File: config.mk
export PLATFORM = sky130hd
export DESIGN_NAME = change_dispenser_flat
export DESIGN_NICKNAME = d
export VERILOG_FILES = /design/src/rtl/change_if.sv /design/src/rtl/change_dispenser.sv /design/src/flat_wrapper.sv
export SDC_FILE = /design/constraint.sdc
export NUM_CORES = 1
export LEC_CHECK = 0
export ABC_AREA = 1
export CORE_MARGIN = 1.5
export CORE_UTILIZATION = 50
export DETAILED_ROUTE_END_ITERATION = 6
export DONT_BUFFER_PORTS = 1
export PLACE_DENSITY_LB_ADDON = 0.05
export SETUP_SLACK_MARGIN = 0.3
export SYNTH_ARGS = -nofsm -noshare
export SYNTH_HDL_FRONTEND = slang
export SYNTH_SLANG_ARGS = --single-unit
File: constraint.sdc
create_clock -name clk_i -period 8.15 [get_ports clk_i]
set_input_delay 1.63 -clock clk_i [delete_from_list [all_inputs] [get_ports clk_i]]
set_output_delay 1.63 -clock clk_i [all_outputs]
set_load 0.05 [all_outputs]
File: src/rtl/change_if.sv
// change_if: link between the ticket FSM (master) and the change dispenser (slave).
// Parameter: AMT_W - width of amount/remaining in dollars.
// Signals:
//   tick              pacing enable, one cycle per slow-clock period
//   start/amount      one-cycle payout request and its dollar amount
//   abort             one-cycle request to stop after the current coin
//   busy/done/err     dispenser status
//   coin_10/coin_5    coin-eject lines
//   remaining         dollars still to pay, plus its BCD tens/ones digits
//   tally_10/tally_5  completed-coin counters (only with CHANGE_TALLY_EN)
interface change_if #(
    parameter int unsigned AMT_W = 7
) ();
    logic             tick;
    logic             start;
    logic [AMT_W-1:0] amount;
    logic             abort;
    logic             busy;
    logic             done;
    logic             err;
    logic             coin_10;
    logic             coin_5;
    logic [AMT_W-1:0] remaining;
    logic [3:0]       bcd_tens;
    logic [3:0]       bcd_ones;
`ifdef CHANGE_TALLY_EN
    logic [7:0]       tally_10;
    logic [7:0]       tally_5;
`endif

    modport master (
        output tick, start, amount, abort,
        input  busy, done, err, coin_10, coin_5, remaining, bcd_tens, bcd_ones
`ifdef CHANGE_TALLY_EN
        , input tally_10, tally_5
`endif
    );

    modport slave (
        input  tick, start, amount, abort,
        output busy, done, err, coin_10, coin_5, remaining, bcd_tens, bcd_ones
`ifdef CHANGE_TALLY_EN
        , output tally_10, tally_5
`endif
    );
endinterface

File: src/rtl/change_dispenser.sv
// change_dispenser: pays a dollar amount out as serial coin-eject pulses,
// greedy order (10-dollar coins first, then 5-dollar coins).
// Ports:
//   clk_i   system clock, rising edge
//   rst_ni  asynchronous active-low reset
//   chg_io  change_if slave: tick/start/amount/abort in; busy/done/err,
//           coin_10/coin_5, remaining and BCD digits out.
// Optional feature macro: CHANGE_TALLY_EN adds saturating 8-bit completed-coin
// counters tally_10/tally_5 on the interface.
module change_dispenser #(
    parameter int unsigned AMT_W       = 7,
    parameter int unsigned PULSE_TICKS = 2,
    parameter int unsigned GAP_TICKS   = 1
) (
    input  logic     clk_i,
    input  logic     rst_ni,
    change_if.slave  chg_io
);

    typedef enum logic [1:0] {StIdle, StPulse, StGap, StDone} state_e;

    state_e           state_q, state_d;
    logic [3:0]       cnt_q, cnt_d;
    logic [AMT_W-1:0] rem_q, rem_d;
    logic             sel10_q, sel10_d;
    logic             abort_pend_q, abort_pend_d;
    logic             err_q, err_d;

    logic             start_ok;
    logic             pulse_last;
    logic             gap_last;
    logic             abort_any;
    logic [AMT_W-1:0] rem_after;

    always_comb begin
        start_ok   = (chg_io.amount <= AMT_W'(99)) && ((chg_io.amount % AMT_W'(5)) == '0);
        pulse_last = chg_io.tick && (cnt_q == 4'(PULSE_TICKS - 1));
        gap_last   = chg_io.tick && (cnt_q == 4'(GAP_TICKS - 1));
        // A live abort counts too, so one arriving on the last pulse tick still stops.
        abort_any  = abort_pend_q | chg_io.abort;
        rem_after  = rem_q - (sel10_q ? AMT_W'(10) : AMT_W'(5));
    end

    // State register
    always_ff @(posedge clk_i or negedge rst_ni) begin
        if (!rst_ni) begin
            state_q      <= StIdle;
            cnt_q        <= '0;
            rem_q        <= '0;
            sel10_q      <= 1'b0;
            abort_pend_q <= 1'b0;
            err_q        <= 1'b0;
        end else begin
            state_q      <= state_d;
            cnt_q        <= cnt_d;
            rem_q        <= rem_d;
            sel10_q      <= sel10_d;
            abort_pend_q <= abort_pend_d;
            err_q        <= err_d;
        end
    end

    // Next-state logic
    always_comb begin
        state_d = state_q;
        case (state_q)
            StIdle: begin
                if (chg_io.start && start_ok) begin
                    state_d = (chg_io.amount == '0) ? StDone : StPulse;
                end
            end
            StPulse: begin
                // The pulse always runs to completion; abort is only acted on here.
                if (pulse_last) begin
                    state_d = ((rem_after == '0) || abort_any) ? StDone : StGap;
                end
            end
            StGap: begin
                if (abort_any) begin
                    state_d = StDone;
                end else if (gap_last) begin
                    state_d = StPulse;
                end
            end
            StDone:  state_d = StIdle;
            default: state_d = StIdle;
        endcase
    end

    // Datapath next-state
    always_comb begin
        cnt_d        = cnt_q;
        rem_d        = rem_q;
        sel10_d      = sel10_q;
        abort_pend_d = abort_pend_q;
        err_d        = (state_q == StIdle) && chg_io.start && !start_ok;

        if (state_d != state_q) begin
            cnt_d = '0;
        end else if (chg_io.tick && ((state_q == StPulse) || (state_q == StGap))) begin
            cnt_d = cnt_q + 4'd1;
        end

        if ((state_q == StIdle) && chg_io.start && start_ok) begin
            rem_d = chg_io.amount;
        end else if ((state_q == StPulse) && pulse_last) begin
            rem_d = rem_after;
        end

        // Coin choice is fixed on PULSE entry and held for the whole pulse.
        if ((state_d == StPulse) && (state_q != StPulse)) begin
            sel10_d = (state_q == StIdle) ? (chg_io.amount >= AMT_W'(10))
                                          : (rem_q >= AMT_W'(10));
        end

        if (state_q == StDone) begin
            abort_pend_d = 1'b0;
        end else if ((state_q != StIdle) && chg_io.abort) begin
            abort_pend_d = 1'b1;
        end
    end

    // Outputs
    always_comb begin
        chg_io.busy      = (state_q != StIdle);
        chg_io.done      = (state_q == StDone);
        chg_io.err       = err_q;
        chg_io.coin_10   = (state_q == StPulse) && sel10_q;
        chg_io.coin_5    = (state_q == StPulse) && !sel10_q;
        chg_io.remaining = rem_q;
        chg_io.bcd_tens  = 4'(rem_q / AMT_W'(10));
        chg_io.bcd_ones  = 4'(rem_q % AMT_W'(10));
    end

`ifdef CHANGE_TALLY_EN
    logic [7:0] tally_10_q, tally_5_q;

    always_ff @(posedge clk_i or negedge rst_ni) begin
        if (!rst_ni) begin
            tally_10_q <= '0;
            tally_5_q  <= '0;
        end else if ((state_q == StPulse) && pulse_last) begin
            if (sel10_q && (tally_10_q != 8'hff)) begin
                tally_10_q <= tally_10_q + 8'd1;
            end
            if (!sel10_q && (tally_5_q != 8'hff)) begin
                tally_5_q <= tally_5_q + 8'd1;
            end
        end
    end

    assign chg_io.tally_10 = tally_10_q;
    assign chg_io.tally_5  = tally_5_q;
`endif

endmodule

File: src/flat_wrapper.sv
// flat-port wrapper written by rule: the top's interface ports become plain ports
module change_dispenser_flat 
#(
    parameter int unsigned AMT_W       = 7,
    parameter int unsigned PULSE_TICKS = 2,
    parameter int unsigned GAP_TICKS   = 1
)
  (clk_i, rst_ni, chg_io_tick, chg_io_start, chg_io_amount, chg_io_abort, chg_io_busy, chg_io_done, chg_io_err, chg_io_coin_10, chg_io_coin_5, chg_io_remaining, chg_io_bcd_tens, chg_io_bcd_ones);
  change_if #(.AMT_W(AMT_W)) chg_io_i ();
  input  logic clk_i;
  input  logic rst_ni;
  input wire logic [$bits(chg_io_i.tick)-1:0] chg_io_tick;
  input wire logic [$bits(chg_io_i.start)-1:0] chg_io_start;
  input wire logic [$bits(chg_io_i.amount)-1:0] chg_io_amount;
  input wire logic [$bits(chg_io_i.abort)-1:0] chg_io_abort;
  output wire logic [$bits(chg_io_i.busy)-1:0] chg_io_busy;
  output wire logic [$bits(chg_io_i.done)-1:0] chg_io_done;
  output wire logic [$bits(chg_io_i.err)-1:0] chg_io_err;
  output wire logic [$bits(chg_io_i.coin_10)-1:0] chg_io_coin_10;
  output wire logic [$bits(chg_io_i.coin_5)-1:0] chg_io_coin_5;
  output wire logic [$bits(chg_io_i.remaining)-1:0] chg_io_remaining;
  output wire logic [$bits(chg_io_i.bcd_tens)-1:0] chg_io_bcd_tens;
  output wire logic [$bits(chg_io_i.bcd_ones)-1:0] chg_io_bcd_ones;
  assign chg_io_i.tick = chg_io_tick;
  assign chg_io_i.start = chg_io_start;
  assign chg_io_i.amount = chg_io_amount;
  assign chg_io_i.abort = chg_io_abort;
  assign chg_io_busy = chg_io_i.busy;
  assign chg_io_done = chg_io_i.done;
  assign chg_io_err = chg_io_i.err;
  assign chg_io_coin_10 = chg_io_i.coin_10;
  assign chg_io_coin_5 = chg_io_i.coin_5;
  assign chg_io_remaining = chg_io_i.remaining;
  assign chg_io_bcd_tens = chg_io_i.bcd_tens;
  assign chg_io_bcd_ones = chg_io_i.bcd_ones;
  change_dispenser #(.AMT_W(AMT_W), .PULSE_TICKS(PULSE_TICKS), .GAP_TICKS(GAP_TICKS)) u_core (.clk_i(clk_i), .rst_ni(rst_ni), .chg_io(chg_io_i));
endmodule
======== Word level (Yosys, flattened, before mapping) ========
Index checks and enable logic that the tools add are counted.
Widths: inputs -> output; s select.
word-level totals
  bits in registers ....................... 16
  input bits .............................. 12
  output and inout bits ................... 20
  logic and storage cells ................. 63
cells by class
  add/sub/neg operators ................... 2
  divide/modulo/power cells ............... 3
  order comparisons ....................... 3
  equality and inequality tests ........... 7
  mux-type cells .......................... 15
  bitwise gates (word level) .............. 1
  reductions and logical operators ........ 26
operator list
  cell                 count
  $logic_not 7->1      3
  $ge 7x4->1 const B   2
  $mux 7               2
  $logic_and 1x1->1    13
  $mux 4               3
  $mux 2               5
  $pmux 2 s4           1
  $reduce_bool 2->1    4
  $div 7x4->7 const B  1
  $le 7x7->1 const B   1
  $mod 7x3->7 const B  1
  $mod 7x4->7 const B  1
  $sub 7x7->7          1
  $add 4x1->4 const B  1
  $eq 2x1->1 const B   2
  $eq 2x2->1 const B   2
  $eq 4x1->1 const B   1
  $logic_not 4->1      1
  $mux 1               4
  $logic_not 1->1      2
  $logic_not 2->1      1
  $logic_or 1x1->1     2
  $ne 2x1->1 const B   1
  $ne 2x2->1           1
  $or 1x1->1           1

======== Logic depth before layout (Yosys ltp) ========
  depth in word-level cells ............... 9
  gate-level depth with buffers ........... 20
  mapped depth without buffers ............ 20

======== Worst setup path before layout ========
No wires, ideal clock.
  path kind ............................... register to output
  start point ............................. reg u_core.rem_q[6], in the netlist u_core.chg_io.remaining[6]
  end point ............................... out chg_io_bcd_ones[1]
  arrival time ............................ 4.475 ns
  data required time ...................... 6.520 ns
  slack ................................... 2.045 ns
  cell stages (with the launch flop) ...... 16
  path buffers ............................ 0
  cell sequence ........................... dfrtp_1 > inv_1 > nor2_1 > o21ai_2 > xor2_2 > inv_2 > nand2_1 > nand2_1 > nand2_2 > inv_2 > nand2_1 > and2_1 > ha_1 > nand3b_1 > nand3_2 > xor2_1
between the ends
  word-level cells in the longest chain between the ends .. 1
RTL lines
  item                    RTL line                 source
  start, declared         change_dispenser.sv:24   logic [AMT_W-1:0] rem_q, rem_d;
  start signal, assigned  change_dispenser.sv:56   rem_q <= rem_d;
  $mod 7x4->7             change_dispenser.sv:132  chg_io.bcd_ones = 4'(rem_q % AMT_W'(10));
  end, declared           flat_wrapper.sv:23       output wire logic [$bits(chg_io_i.bcd_ones)-1:0] chg_io_bcd_ones;
Every way passes these cells.

======== Worst setup path in the final report ========
Same ends and word-level chain as after synthesis.

==> results.yml <==
outcome:
  outcome: "completed"
yosys:
  synth_top_family_by_area: "simple AND/OR/NAND/NOR gates"
  postSynthAreaPerCell_sq_um: 6.74
  synth-simple-area-share_pct: 36.6
  netlist_instances: 252
  ys_types: 33
  ys_seq_elements: 16
  syn-num-nets: 277
  synth_compound_area_share_pct: 14.5
  synth_xor_area_share_pct: 5.08
  synth_area_sq_um: 1700
  synth_fa_ha_area_share_pct: 10.0
  yosysSeqAreaShare_pct: 23.6
  yosys_warnings: 0
  muxShareOfSynthArea_pct: 0
detailed_routing:
  drt-total-wl_microns: 3630
  viasPerCell: 5.31
  drtPass1Iterations: 4
  ant_nets: 0
  wire_per_inst_microns: 12.2
  vias: 1576
  drc: 0
  drt_iter0_markers: 47
job:
  maxCapViolCount: 0
global_route:
  met3_usage_pct: 2.31
  grt_pass1_wl_microns: 5950
  busiest_layer: "met2"
  grt_use_met2_pct: 35.4
  grt_max_degree: 17
  grt_use_met1_pct: 29.0
  grt.overflow.total: 0
  antenna_found_initial: 0
  grt_pass1_vias: 1390
  grt.total_usage_pct: 21.1
floorplan:
  core-area_sq_um: 3130
  die_h_microns: 61.3
  pin_count: 32
  die_w_microns: 61.3
  std_cell_rows: 20
  start_util_pct: 54.3
  die_area_sq_um: 3750
timing:
  setup_violations: 0
  hold_violations: 0
  relSlewSlack_pct: 32.7
  tightestPinTransition_ns: 1.01
  slew_violations: 0
  fin_skew_ns: 0.0118
  fin_tns_setup_ns: 0
  rsz0062_at_grt: "false"
  fin_crit_sh_pct: 81.8
  final.min_clock_period_ns: 6.66
  fmax_mhz: 150
cells_and_area:
  layout.nets: 280
  num_antenna_cells: 0
  syn_to_final_growth_pct: 3.83
  mostFrequentLayoutCell: "nand2_1"
  layout_common_cells: "nand2_1 (54), inv_1 (33), nand3_1 (28)"
  drive_gt1_share_pct: 14.2
clocking:
  clockBufferDepth: 2
  cts-root-buf: "clkbuf_4"
  cts_buffers: 3
  cts_hold_buf: 0
  h-tree-depth: 1
  cts_sinks: 16
  clkLatencyLatePin_ns: 0.29
  cts-resized-gates: 0
  clk_pin_slew_ns: 0.10
  cts_post_setup_buffers_inserted: 0
  cts_tree: "yes"
placed_design:
  dp_hpwl_microns: 2970
  globalplace.congestion: 0.854
  portBuffers: 0
setup_path:
  r2r_slack_ns: 4.97
  r2r_end: "u_core.cnt_q[0]"
  rr_startpoint: "u_core.chg_io.remaining[0]"
  arrival_ns: 5.03
  path_class: "flip-flop to primary output"
  startpoint_type: "flip-flop"
  critical_path_buf_inv_count: 3
  cp_top_family: "simple AND/OR/NAND/NOR gates"
  crit_path_frequent_cell: "nand2_1"
  worstPathCellList: "inv_1 > nor2_1 > o21ai_2 > xor2_2 > inv_2 > nand2_1 > nand2_1 > nand2_2 > inv_2 > nand2_1 > and2_1 > ha_1 > nand3b_1 > nand3_2 > xor2_1"
  end_kind: "primary output"
  slowest_stage: "xor2_1"
  r2r_cells: 16
  crit_fanout: 5
  crit_path_max_incr_delay_ns: 0.89
  critical_path_required_ns: 6.52
worst_hold_path:
  min_path_type: "flip-flop to flip-flop"
  min_to: "u_core.abort_pend_q"
  hold_path_depth: 2
  hp-start: "u_core.abort_pend_q"
synth_stat cells:
master / instances / share of area [%]
nand2_1: 54 / 12
inv_1: 33 / 7.3
nand3_1: 28 / 8.3
nor2_1: 25 / 5.5
dfrtp_1: 16 / 24
ha_1: 12 / 8.8
inv_2: 10 / 2.2
o21ai_0: 10 / 2.9
nand2_2: 8 / 2.9
a21oi_1: 7 / 2.1
o221ai_1: 7 / 3.6
xor2_1: 6 / 3.1
nand3_2: 5 / 2.9
o21ai_1: 4 / 1.2
nand4_1: 3 / 1.1
nor3_1: 3 / 0.88
a21oi_2: 2 / 1.0
nor2_2: 2 / 0.74
o21ai_2: 2 / 1.0
xnor2_1: 2 / 1.0
a211oi_1: 1 / 0.44
a21o_1: 1 / 0.44
a2bb2oi_1: 1 / 0.52
and2_1: 1 / 0.37
buf_2: 1 / 0.29
buf_4: 1 / 0.44
fa_1: 1 / 1.2
nand3b_1: 1 / 0.44
nand4_2: 1 / 0.74
nor2_4: 1 / 0.66
o2111ai_1: 1 / 0.52
o22ai_2: 1 / 0.74
xor2_2: 1 / 0.96
metal layers:
metal / up-vias / wire length, microns / share of wire [%]
li1: 827 / - / -
met1: 720 / 1750 / 48
met2: 27 / 1730 / 48
met3: 2 / 125 / 3.4
met4: 0 / 22 / 0.61
met5: - / 0 / 0
how the worst max path moves through the flow:
stage | slack [ns] | cells past startpoint | to | from
after CTS | 1.46 | 15 | chg_io_bcd_ones[1] | u_core.chg_io.remaining[6]
after detailed placement | 1.81 | 15 | chg_io_bcd_ones[1] | u_core.chg_io.remaining[6]
final | 1.49 | 15 | chg_io_bcd_ones[1] | u_core.chg_io.remaining[6]
after global routing | 1.22 | 15 | chg_io_bcd_ones[1] | u_core.chg_io.remaining[6]
after floorplan | 2.05 | 15 | chg_io_bcd_ones[1] | u_core.chg_io.remaining[6]
after global placement | 1.86 | 15 | chg_io_bcd_ones[1] | u_core.chg_io.remaining[6]
registers in the layout, summed over array words and instances (netlist names):
| signal | count |
|---|---|
| u_core.sel10_q | 1 |
| u_core.cnt_q | 4 |
| u_core.chg_io.err | 1 |
| u_core.state_q | 2 |
| u_core.abort_pend_q | 1 |
| u_core.chg_io.remaining | 7 |
per-stage QoR:
step | setup slack [ns] | instances | instance area (sq um) | hold slack, ns | utilization (%)
after detailed placement | 1.81 | 294 | 1740 | 0.553 | 55.6
after CTS | 1.46 | 297 | 1760 | 0.572 | 56.4
after floorplan | 2.05 | 252 | 1700 | 0.520 | -
final | 1.49 | 297 | 1760 | 0.555 | 56.4
after global placement | 1.86 | 294 | 1740 | 0.548 | 55.6
after global routing | 1.22 | 297 | 1760 | 0.588 | 56.4
area by class of cell:
class | count | area [sq um]
Multi-Input combinational cell | 191 | 1120
Clock buffer | 3 | 22.5
Sequential cell | 16 | 400
Tap cell | 44 | 55.1
Inverter | 43 | 161
Fill cell | 329 | 1370
kinds of logic after synthesis:
family	after synthesis
AO/OA/AOI/OAI	37
XOR/XNOR	9
adder cells (fa/ha/maj)	13
buffers and inverters	45
flip-flops	16
AND/OR/NAND/NOR	132
worst reg2reg max path, cell delays in order, from the launching register on:
cell and delay (ns):
dfrtp_1 0.96, inv_1 0.16, ha_1 0.27, fa_1 0.41, nor2_1 0.12, a211oi_1 0.08
o21ai_0 0.25, nor2_1 0.08, nand3_1 0.10, nand3_1 0.07, nand2_1 0.06, nand2_1 0.06
nand2_1 0.11, nand2_1 0.06, nand2_1 0.08, nand3_2 0.13, nor2_1 0.11
Power is left out: the tool's default activity adds up to more than one toggle a clock period on the data nets, which glitch-free logic cannot reach.
